===== src/rtl/rvm_axi4_sram_slave.sv =====
// AXI4 slave in front of a single-port SRAM with 1-cycle read latency.
// One transaction at a time, FIXED/INCR bursts of 32-bit beats, read/write round-robin arbitration.
module rvm_axi4_sram_slave #(
    parameter logic [31:0] MEM_BASE = 32'h0000_0000,
    parameter logic [31:0] MEM_SIZE = 32'h0001_0000,
    parameter int          SRAM_AW  = 14
) (
    input  logic               ACLK,
    input  logic               ARESETn,
    input  logic               AWID,
    input  logic [31:0]        AWADDR,
    input  logic [7:0]         AWLEN,
    input  logic [2:0]         AWSIZE,
    input  logic [1:0]         AWBURST,
    input  logic               AWVALID,
    output logic               AWREADY,
    input  logic [31:0]        WDATA,
    input  logic [3:0]         WSTRB,
    input  logic               WLAST,
    input  logic               WVALID,
    output logic               WREADY,
    output logic               BID,
    output logic [1:0]         BRESP,
    output logic               BUSER,
    output logic               BVALID,
    input  logic               BREADY,
    input  logic               ARID,
    input  logic [31:0]        ARADDR,
    input  logic [7:0]         ARLEN,
    input  logic [2:0]         ARSIZE,
    input  logic [1:0]         ARBURST,
    input  logic               ARVALID,
    output logic               ARREADY,
    output logic               RID,
    output logic [31:0]        RDATA,
    output logic [1:0]         RRESP,
    output logic               RLAST,
    output logic               RUSER,
    output logic               RVALID,
    input  logic               RREADY,
    output logic [SRAM_AW-1:0] sram_addr,
    output logic [31:0]        sram_wdata,
    input  logic [31:0]        sram_rdata,
    output logic               sram_c_en,
    output logic               sram_w_en,
    output logic [3:0]         sram_b_en
);

    localparam logic [1:0] RESP_OKAY   = 2'b00;
    localparam logic [1:0] RESP_SLVERR = 2'b10;
    localparam logic [1:0] RESP_DECERR = 2'b11;

    typedef enum logic [2:0] {IDLE, WR_DATA, WR_RESP, RD_REQ, RD_DATA} state_t;

    typedef struct packed {
        logic        id;
        logic [31:0] addr;
        logic [7:0]  len;
        logic        fixed;
        logic        bad;
    } txn_t;

    state_t      state;
    txn_t        txn;
    logic [7:0]  beat;
    logic [1:0]  sticky;
    logic        prio_rd;
    logic        rd_ok;
    logic        rd_first;
    logic [31:0] rdata_q;

    logic [31:0] offs;
    logic [31:0] next_addr;
    logic        in_range;
    logic        beat_ok;
    logic        last_beat;
    logic [1:0]  beat_code;
    logic [1:0]  w_code;
    logic        aw_sel;
    logic        ar_sel;
    logic        w_hs;
    logic        wr_acc;
    logic        rd_acc;

    function automatic logic [1:0] max2(input logic [1:0] a, input logic [1:0] b);
        return (a > b) ? a : b;
    endfunction

    // Unsigned offset compare covers both window edges, including addresses below MEM_BASE.
    assign offs      = txn.addr - MEM_BASE;
    assign in_range  = offs < MEM_SIZE;
    assign beat_ok   = !txn.bad && in_range;
    assign last_beat = (beat == txn.len);
    assign next_addr = txn.fixed ? txn.addr : txn.addr + 32'd4;
    assign beat_code = txn.bad ? RESP_SLVERR : (!in_range ? RESP_DECERR : RESP_OKAY);
    assign w_code    = max2(beat_code, (WLAST != last_beat) ? RESP_SLVERR : RESP_OKAY);

    assign aw_sel  = AWVALID && (!ARVALID || !prio_rd);
    assign ar_sel  = ARVALID && (!AWVALID || prio_rd);
    assign AWREADY = ARESETn && (state == IDLE) && aw_sel;
    assign ARREADY = ARESETn && (state == IDLE) && ar_sel;
    assign WREADY  = ARESETn && (state == WR_DATA);
    assign w_hs    = WVALID && WREADY;

    assign wr_acc     = w_hs && beat_ok;
    assign rd_acc     = ARESETn && (state == RD_REQ) && beat_ok;
    assign sram_addr  = offs[SRAM_AW+1:2];
    assign sram_wdata = WDATA;
    assign sram_c_en  = wr_acc || rd_acc;
    assign sram_w_en  = wr_acc;
    assign sram_b_en  = wr_acc ? WSTRB : 4'h0;

    // SRAM data is only present in the first RD_DATA cycle; it is captured to hold through stalls.
    assign RDATA = rd_first ? (rd_ok ? sram_rdata : 32'h0) : rdata_q;
    assign BUSER = 1'b0;
    assign RUSER = 1'b0;

    always_ff @(posedge ACLK) begin
        if (!ARESETn) begin
            state    <= IDLE;
            txn      <= '0;
            beat     <= 8'd0;
            sticky   <= RESP_OKAY;
            prio_rd  <= 1'b1;
            rd_ok    <= 1'b0;
            rd_first <= 1'b0;
            rdata_q  <= 32'h0;
            BVALID   <= 1'b0;
            BRESP    <= RESP_OKAY;
            BID      <= 1'b0;
            RVALID   <= 1'b0;
            RRESP    <= RESP_OKAY;
            RLAST    <= 1'b0;
            RID      <= 1'b0;
        end else begin
            rd_first <= 1'b0;
            if (rd_first)
                rdata_q <= RDATA;
            case (state)
                IDLE: begin
                    if (AWVALID && ARVALID)
                        prio_rd <= !prio_rd;
                    if (aw_sel) begin
                        txn.id    <= AWID;
                        txn.addr  <= AWADDR;
                        txn.len   <= AWLEN;
                        txn.fixed <= (AWBURST == 2'b00);
                        txn.bad   <= (AWSIZE != 3'b010) || AWBURST[1];
                        beat      <= 8'd0;
                        sticky    <= RESP_OKAY;
                        state     <= WR_DATA;
                    end else if (ar_sel) begin
                        txn.id    <= ARID;
                        txn.addr  <= ARADDR;
                        txn.len   <= ARLEN;
                        txn.fixed <= (ARBURST == 2'b00);
                        txn.bad   <= (ARSIZE != 3'b010) || ARBURST[1];
                        beat      <= 8'd0;
                        sticky    <= RESP_OKAY;
                        state     <= RD_REQ;
                    end
                end
                WR_DATA: begin
                    if (w_hs) begin
                        if (last_beat) begin
                            BRESP  <= max2(sticky, w_code);
                            BID    <= txn.id;
                            BVALID <= 1'b1;
                            state  <= WR_RESP;
                        end else begin
                            sticky   <= max2(sticky, w_code);
                            beat     <= beat + 8'd1;
                            txn.addr <= next_addr;
                        end
                    end
                end
                WR_RESP: begin
                    if (BREADY) begin
                        BVALID <= 1'b0;
                        state  <= IDLE;
                    end
                end
                RD_REQ: begin
                    RVALID   <= 1'b1;
                    RLAST    <= last_beat;
                    RID      <= txn.id;
                    RRESP    <= beat_code;
                    rd_ok    <= beat_ok;
                    rd_first <= 1'b1;
                    state    <= RD_DATA;
                end
                RD_DATA: begin
                    if (RREADY) begin
                        RVALID <= 1'b0;
                        RLAST  <= 1'b0;
                        if (last_beat) begin
                            state <= IDLE;
                        end else begin
                            beat     <= beat + 8'd1;
                            txn.addr <= next_addr;
                            state    <= RD_REQ;
                        end
                    end
                end
                default: state <= IDLE;
            endcase
        end
    end

endmodule


===== config.mk =====
export PLATFORM = sky130hd
export DESIGN_NAME = rvm_axi4_sram_slave
export DESIGN_NICKNAME = d
export VERILOG_FILES = /design/src/rtl/rvm_axi4_sram_slave.sv
export SDC_FILE = /design/constraint.sdc
export NUM_CORES = 1
export LEC_CHECK = 0
export ABC_CLOCK_PERIOD_IN_PS = 2310
export CORE_UTILIZATION = 38
export CTS_CLUSTER_DIAMETER = 40
export DETAILED_ROUTE_END_ITERATION = 10
export PLACE_DENSITY = 0.82
export SLEW_MARGIN = 30
export SYNTH_ARGS = -nofsm -noshare
export SYNTH_HDL_FRONTEND = slang
export SYNTH_SLANG_ARGS = --single-unit
export TNS_END_PERCENT = 10

===== constraint.sdc =====
create_clock -name ACLK -period 2.31 [get_ports ACLK]
set_input_delay 0.3465 -clock ACLK [delete_from_list [all_inputs] [get_ports ACLK]]
set_output_delay 0.3465 -clock ACLK [all_outputs]
set_load 0.03 [all_outputs]

[Word level (Yosys, flattened, before mapping)]
Cells that the tools add are included.
Storage, ports and cells
  register bits: 100
  output and inout port bits: 98
Cells by class
  add/subtract/negate cells: 2
  $lt $le $gt $ge: 3
  equality and inequality tests: 14
  muxes and demuxes: 42
  reductions and logical operators: 37
Operators with widths (number)
  2-to-1 mux 32 bit: 6
  case mux 32 bit (3 select lines): 1
  2-to-1 mux 43 bit: 2
  2-to-1 mux 8 bit: 5
  adder 32 x 3 -> 32 bit, second input constant: 1
  less-than comparator 32 x 17 -> 1 bit, second input constant: 1
  case mux 8 bit (3 select lines): 1
  2-to-1 mux 2 bit: 10
  2-to-1 mux 3 bit: 6
  case mux 3 bit (5 select lines): 1
  logical AND 1 bit: 12
  AND reduction 4 bit: 3
  != test 2 bit, second input constant: 5
  adder 8 x 1 -> 8 bit, second input constant: 1
  equality test 8 bit: 1
  nonzero test 2 bit: 4
  equality test 3 x 2 -> 1 bit, second input constant: 2
  != test 3 x 2 -> 1 bit, second input constant: 2
  case mux 1 bit (2 select lines): 3
  AND reduction 2 bit: 3
  logical OR 1 bit: 5
  2-to-1 mux 1 bit: 5
  AND reduction 5 bit: 1
  > comparator 2 bit: 2
  other kinds (11): 15

[Longest topological paths before layout]
Gate-level depths: netlist of the first run.
  depth after elaboration: 10
  gate-level depth with buffers: 12

[Least setup slack after synthesis of the first run]
Ideal clock, no wire load.
  path kind: register -> output
  start: register txn[38] (netlist name)
  end: output port sram_b_en[0]
  arrival: 2.030 ns
  setup slack: -0.066 ns
  stages on the path, launching flop included: 7
  cells stage by stage: dfxtp_1 clkbuf_1 nor4_1 nand4_1 or2_2 nor2_1 and2_1
On the way
  cells in the longest elaborated chain, start to end: 4
RTL lines
  from (decl): line 64  | txn_t txn;
  less-than comparator 32 x 17 -> 1 bit: line 91  | assign in_range = offs < MEM_SIZE;
  logical AND 1 bit: line 92  | assign beat_ok = !txn.bad && in_range;
  logical AND 1 bit: line 105  | assign wr_acc = w_hs && beat_ok;
  net sram_w_en: line 45  | output logic sram_w_en,
  2-to-1 mux 4 bit: line 111  | assign sram_b_en = wr_acc ? WSTRB : 4'h0;
  to (decl): line 46  | output logic [3:0] sram_b_en
The timed path passes the listed nets, and every way through them passes these cells.

[Final worst setup path of the first run]
  start: register txn[8] (netlist name)
  end: register BRESP[0]
On the way
  cells in the longest elaborated chain, start to end: 7
  elaborated cells on any way between the ends: 8
  those cells by class: 2 x order compare; 2 x eq/ne; 3 x mux; 1 x reduce/logical
RTL lines
  equality test 8 bit *: line 93  | assign last_beat = (beat == txn.len);
  != test 1 bit: line 96  | assign w_code = max2(beat_code, (WLAST != last_beat) ? RESP_SLVERR : RESP_OKAY);
  2-to-1 mux 2 bit: line 96
  > comparator 2 bit: line 86  | return (a > b) ? a : b;
  2-to-1 mux 2 bit: line 86
  > comparator 2 bit: line 86
  2-to-1 mux 2 bit
  to (signal assigned): line 166  | BRESP <= max2(sticky, w_code);
  to (decl): line 23  | output logic [1:0] BRESP,
Every way passes the cells marked *; elsewhere a longest branch is shown, timed or not.
A chain may end at the register's enable or synchronous reset.

==> out/metrics.csv, run 1 <==
metric,value,unit
status,"finished, violations left",
violated checks,"DRC, setup timing",
Die X,126,um
Max Freq,416,MHz
share of layout cells above drive strength 1,17.8,%
total track usage,21.3,%
R2R Path Start,txn[8]$_SDFFE_PN0P_,
Pleak,0.00344,uW
power share of the clock group,28.5,%
Ys Warns,0,
"setup slack, reg-to-reg",-0.09,ns
RePlAce Congestion,0.851,
routed wire length per instance,14.7,um
"Clk Latency, worst-skew pair",0.35,ns
final setup fails,2,
Synth Flop Type,dfxtp_1,
DR DRC count,1,
final WL,16.9,mm
Synth top cells by count,"nand2_1, dfxtp_1, o21ai_0",
clock sink count,98,
Reg2Reg Depth,11,
min-delay worst type,input port to flop,
vias in the first global route,5615,
Pre-Repair DR Iteration Count,8,
sequential area share after synthesis,33.7,%
I/O Buffers,195,
Final Core Density,56.8,%
worst path required time,2.55,ns
power density over the cells,736,mW/mm^2
CTS tree,yes,
WP data arrival,2.65,ns
met2 usage,36.1,%
Comb power frac,37.4,%
met3 Use GR,4.12,%
fin crit share,104,%
Clock transition at path regs,0.07,ns
FF-to-FF End,BRESP[0]$_SDFFE_PN0P_,
initial drt markers,467,
Die ar.,0.0158,sq mm
Fin. Hold Viols,0,
Num CTS Buffers,9,
Flop pwr share,34.0,%
Setup CP Type,flop to flop,
VDD IR max,0.429,mV
met1 usage in global routing,26.9,%
Tot Pwr,6170,uW
Row Count,44,
flip-flop and latch count after synthesis,98,
Sw Ratio,33.8,%
core area,0.0148,sq mm
Max Cap Viol,0,
worst setup margin,-0.0916,ns
root buf cell,clkbuf_16,
area fraction of the dominant cell type after synthesis,33.7,%
GRT busiest layer,met2,
dominant cells by area after synthesis,"dfxtp_1, nand2_1, buf_4",
Inserted Diodes,0,
total grt overflow,0,
internal power,4080,uW
Nets,1129,
H-tree level count,3,
CP Launch Type,flop,
cell with the most instances after synthesis,nand2_1,
Synth Area per Inst,7.41,sq um
Netlist cell types,62,
Layout Skew,0.0111,ns
"area leader, netlist",dfxtp_1,
area delta synth->final,44.0,%
Clock Tree Buf Depth,2,
Routed Antenna Nets,0,
Worst Setup SP,txn[8]$_SDFFE_PN0P_,
Tmin final,2.40,ns
Post-synth ARST share,0,%
cells after synthesis,785,
vias per cell,5.28,
Hold Path Origin,ARESETn,
Net Switching,2090,uW
crit path to,BRESP[0]$_SDFFE_PN0P_,
I/O pin count,266,
Die Y-Extent,126,um
Post-Syn Area,0.00582,sq mm
overall via count from detail_route,6047,
RSZ-0062 raised after global routing,true,
first-pass GRT wire length,27.3,mm
CP Capture Type,flop,
CP Max Fanout,2,
largest net degree at the start of global routing,43,
HPWL Detailed,12.4,mm
Slew Limit Fails,0,
"EDFF count, synth",0,
antenna violations before repair,0,
Initial Utilization,39.5,%
-- how the worst min path moves through the flow --
stage	to	slack (ns)	cells after the start
2_1_floorplan	sticky[0]$_SDFFE_PN0P_	0.45	2
3_3_place_gp	RVALID$_SDFFE_PN0P_	0.46	2
3_5_place_dp	RVALID$_SDFFE_PN0P_	0.47	2
4_1_cts	state[2]$_SDFFE_PN0P_	0.29	2
5_1_grt	BRESP[1]$_SDFFE_PN0P_	0.31	2
6_report	state[2]$_SDFFE_PN0P_	0.30	2
-- repair_timing --
item	CTS	global route
endpoints found under the setup margin	8	12
hold buffers	0	0
resized for setup	19	14
setup buffers	0	0
pin swaps	5	9
-- metrics by stage --
stage	hold slack [ns]	instance area, sq um	setup slack, ns	TNS (ns)	std cells
final	0.302	8380	-0.0916	-0.110	1145
after global routing	0.310	8380	-0.231	-0.657	1145
after CTS	0.294	8320	-0.0460	-0.0460	1145
after detailed placement	0.466	7890	-0.189	-0.352	1129
after global placement	0.458	7890	-0.0977	-0.133	1129
after floorplan	0.449	5830	-0.0251	-0.0251	786
-- state kept, by name, indices dropped and copies added (netlist names) --
signal    flops
rd_ok         1
txn          41
RRESP         2
RVALID        1
rdata_q      32
RLAST         1
rd_first      1
BID           1
BRESP         2
prio_rd       1
beat          8
sticky        2
state         3
BVALID        1
RID           1
-- cells by family (layout without fill, tap and decap cells) --
family | after synthesis | after routing | synth area share [%]
AO/OA/AOI/OAI | 194 | 194 | 21.4
XOR/XNOR | 11 | 11 | 1.66
adder cells (fa/ha/maj) | 5 | 5 | 1.07
buffers and inverters | 137 | 312 | 12.4
flip-flops | 98 | 98 | 33.7
multiplexers | 14 | 14 | 2.43
other | 1 | 2 | 0.0644
AND/OR/NAND/NOR | 325 | 325 | 27.3
-- power by group through the flow --
stage	Clock (uW)	Combinational, uW	Sequential [uW]
final	1760	2310	2100
after global routing	1870	2510	2120
after CTS	1800	2260	2090
after detailed placement	0	2200	2110
after global placement	0	2170	2100
after floorplan	0	1390	2120
-- critical path, cell delays in order (launching register included) --
cell and delay, ns:
dfxtp_2 0.34, xor2_2 0.19, nor4_4 0.31, nand2_2 0.13
xnor2_2 0.17, nor2_2 0.21, ha_4 0.25, nor2_4 0.12
o22ai_4 0.08, mux2_4 0.31, mux2i_1 0.14, nor2b_1 0.06
-- cell type report --
class,instances,area (sq um)
Timing Repair Buffer,258,2410
Sequential cell,98,1970
Inverter,38,143
Fill cell,1375,6370
Clock buffer,10,239
Multi-Input combinational cell,551,3280
Clock inverter,6,111
Tap cell,184,230
-- placed cells by master (no fill, tap or decap), types with 4 or more instances in the layout --
cell,n
clkdlybuf4s50_1,153
nand2_1,139
buf_4,93
dfxtp_1,90
o21ai_0,69
a21oi_1,46
and2_1,41
inv_1,38
nand3_1,36
nor2_1,29
nor3_1,15
mux2i_1,13
o211a_1,12
and3_1,10
nor2b_1,10
a31oi_1,9
xor2_1,9
clkbuf_16,9
o211ai_1,8
dfxtp_2,8
o221a_2,7
or3_1,6
buf_12,6
nor4_1,5
nand4_1,5
buf_6,5
a41oi_1,4
or2_2,4
nor4_2,4
o21a_1,4
a31o_2,4
ha_1,4
-- per-layer routing --
| metal | part of all wire [%] | wire [um] | up-vias |
|---|---|---|---|
| met2 | 47 | 7900 | 254 |
| met3 | 6.5 | 1100 | 26 |
| met5 | 0 | 0 | - |
| met4 | 2.0 | 337 | 0 |
| met1 | 45 | 7550 | 2764 |
| li1 | - | - | 3003 |
(Power assumes the default switching activity.)
==> inputs of run 2 (changes only) <==
Settings changed: HOLD_SLACK_MARGIN from default to 0.05.
==> results of run 2 <==
The final DEF is identical to that of run 1; final timing and power are the same.
==> inputs of run 3 (changes only) <==
Settings changed: HOLD_SLACK_MARGIN 0.05 to default, REMOVE_ABC_BUFFERS from default to 1.
==> run 3 against run 2 <==
The flow still finishes with violations (DRC, setup timing); power decreased by 5.0%; combinational power about the same; global-route usage increased by 3.1 points; critical path depth unchanged; via count increased by 1.7%; sequential share of layout area decreased by 0.083 points; register-to-register slack improved by 0.04 ns; worst hold slack improved by 0.070 ns; die area unchanged; routed wire length increased by 14%; sequential power about the same; clock skew increased by 0.0025 ns; critical path type unchanged; largest power group unchanged.
==> out/metrics.csv, run 3 (same netlist as run 1, synthesis figures left out) <==
metric,value,unit,change
status,"finished, violations left",,
violated checks,"DRC, setup timing",,
"Cell Chain, Critical Path","xor2_1, nor4_1, nand2_1, xnor2_2, nor2_2, ha_4, nor2_4, o22ai_4, mux2_4, mux2i_1, nor2b_1",,
antenna violations before repair,0,,unchanged
HPWL Detailed,14.4,mm,+16%
Setup CP Type,flop to flop,,
Final Core Density,56.9,%,+0.093 points
vias in the first global route,5910,,+5.3%
Num CTS Buffers,9,,unchanged
share of layout cells above drive strength 1,17.8,%,about the same
Reg2Reg Depth,11,,unchanged
Worst Hold Depth,2,,unchanged
Nets,1135,,+0.53%
largest registers,"txn (41), rdata_q (32), beat (8)",,
worst setup margin,-0.0560,ns,+0.0355 ns
largest stage delay on the critical path,0.34,ns,about the same
Top reg by flops,txn,,
VDD IR max,0.376,mV,-12%
pre-CTS setup slack,-0.165,ns,+0.0245 ns
root buf cell,clkbuf_16,,
Pleak,0.00347,uW,+0.89%
WP buf/inv,0,,unchanged
"setup slack, reg-to-reg",-0.06,ns,+0.04 ns
Initial Utilization,39.5,%,unchanged
final WL,19.3,mm,+14%
H-tree level count,3,,unchanged
Max Cap Viol,0,,unchanged
largest net degree at the start of global routing,63,,+47%
WP data arrival,2.61,ns,-0.04 ns
worst path required time,2.55,ns,about the same
"commonest non-fill, non-tap cell in the layout",clkdlybuf4s50_1,,
RSZ-0062 raised after global routing,true,,
total track usage,24.4,%,+3.1 points
I/O Buffers,195,,unchanged
final instance area,0.00840,sq mm,+0.16%
setup TNS,-0.0560,ns,+0.0544 ns
total grt overflow,0,,unchanged
relative slew slack,58.1,%,
Layout Skew,0.0136,ns,+0.00247 ns
core area,0.0148,sq mm,unchanged
Inserted Diodes,0,,unchanged
min-delay worst type,input port to flop,,
CP Capture Type,flop,,
CTS tree,yes,,
routed wire length per instance,16.8,um,+14%
WP depth,11,,unchanged
area delta synth->final,44.3,%,
CP Launch Type,flop,,
power density over the cells,698,mW/mm^2,-5.1%
worst-margin pin slew,0.622,ns,
overall via count from detail_route,6150,,+1.7%
clock sink count,98,,unchanged
Largest register FFs,41,,unchanged
fin crit share,102,%,-1.5 points
area of the multi-input gates,0.00327,sq mm,-0.23%
critical-path cell with the highest stage delay,dfxtp_2,,
Die X,126,um,unchanged
fillers,1344,,-2.3%
register cell area after layout,0.00197,sq mm,-0.19%
vias per cell,5.34,,+1.2%
Die ar.,0.0158,sq mm,unchanged
Slew Limit Fails,0,,unchanged
I/O pin count,266,,unchanged
"commonest cells after routing, fill and taps aside","clkdlybuf4s50_1, nand2_1, buf_4, dfxtp_1, o21ai_0",,
Fin. Hold Viols,0,,unchanged
Clock transition at path regs,0.07,ns,about the same
Tmin final,2.37,ns,-0.0355 ns
final setup fails,1,,-1
Max Freq,423,MHz,+1.5%
hold_buf cts,0,,unchanged
initial drt markers,281,,-40%
"Clk Latency, worst-skew pair",0.35,ns,about the same
Top delay family on crit path,simple AND/OR/NAND/NOR gates,,
CP Max Fanout,4,,+2
Die Y-Extent,126,um,unchanged
RePlAce Congestion,0.867,,+2.0%
Routed Antenna Nets,0,,unchanged
Pre-Repair DR Iteration Count,7,,-1
placed inst area,0.00798,sq mm,+1.1%
DR DRC count,2,,+1
Row Count,44,,unchanged
first-pass GRT wire length,30.7,mm,+13%
Clock Tree Buf Depth,2,,unchanged
run 3: cell type report:
cell class	instances	share of cell area (%)
multi-input combinational	551	38.9
timing repair buffer	264	29.8
sequential	98	23.4
inverter	38	1.70
clock buffer	9	2.68
tap	184	2.74
clock inverter	7	0.745
run 3: timing repair:
item	in CTS	in global routing
pin swaps	7	6
gates resized for setup	20	11
gates cloned	0	0
setup buffers	0	0
endpoints found under the setup margin	8	11
run 3: through the flow:
stage | instances | power [uW] | hold WS (ns)
detailed placement | 1135 | 4340 | 0.467
global route | 1151 | 6190 | 0.374
finish | 1151 | 5860 | 0.372
global placement | 1135 | 4290 | 0.456
CTS | 1151 | 5850 | 0.370
floorplan | 687 | 3210 | 0.408
run 3: worst reg2reg max path: stages, from the launching register on:
cell,delay (ns)
dfxtp_2,0.34
xor2_1,0.14
nor4_1,0.31
nand2_1,0.21
xnor2_2,0.18
nor2_2,0.16
ha_4,0.24
nor2_4,0.10
o22ai_4,0.08
mux2_4,0.30
mux2i_1,0.14
nor2b_1,0.06
run 3: metal layers:
layer	track usage, %	part of all wire, %	vias up
li1	-	-	3010
met1	29.8	42	2812
met2	39.7	46	301
met3	9.69	10	23
met4	5.81	1.3	4
met5	5.88	0.64	-
run 3: power breakdown:
part / internal, uW / total, uW / switching, uW
Sequential: 1900 / 2090 / 193
Combinational: 1110 / 2320 / 1220
Clock: 749 / 1450 / 697
Total: 3760 / 5860 / 2110
run 3: final timing paths:
kind / endpoint / startpoint
worst min-delay path: RRESP[0]$_SDFFE_PN0P_ / ARESETn
worst max-delay path: BRESP[0]$_SDFFE_PN0P_ / beat[6]$_SDFFE_PN0P_
worst max register to register: BRESP[0]$_SDFFE_PN0P_ / beat[6]$_SDFFE_PN0P_
worst min register to register: RVALID$_SDFFE_PN0P_ / RVALID$_SDFFE_PN0P_
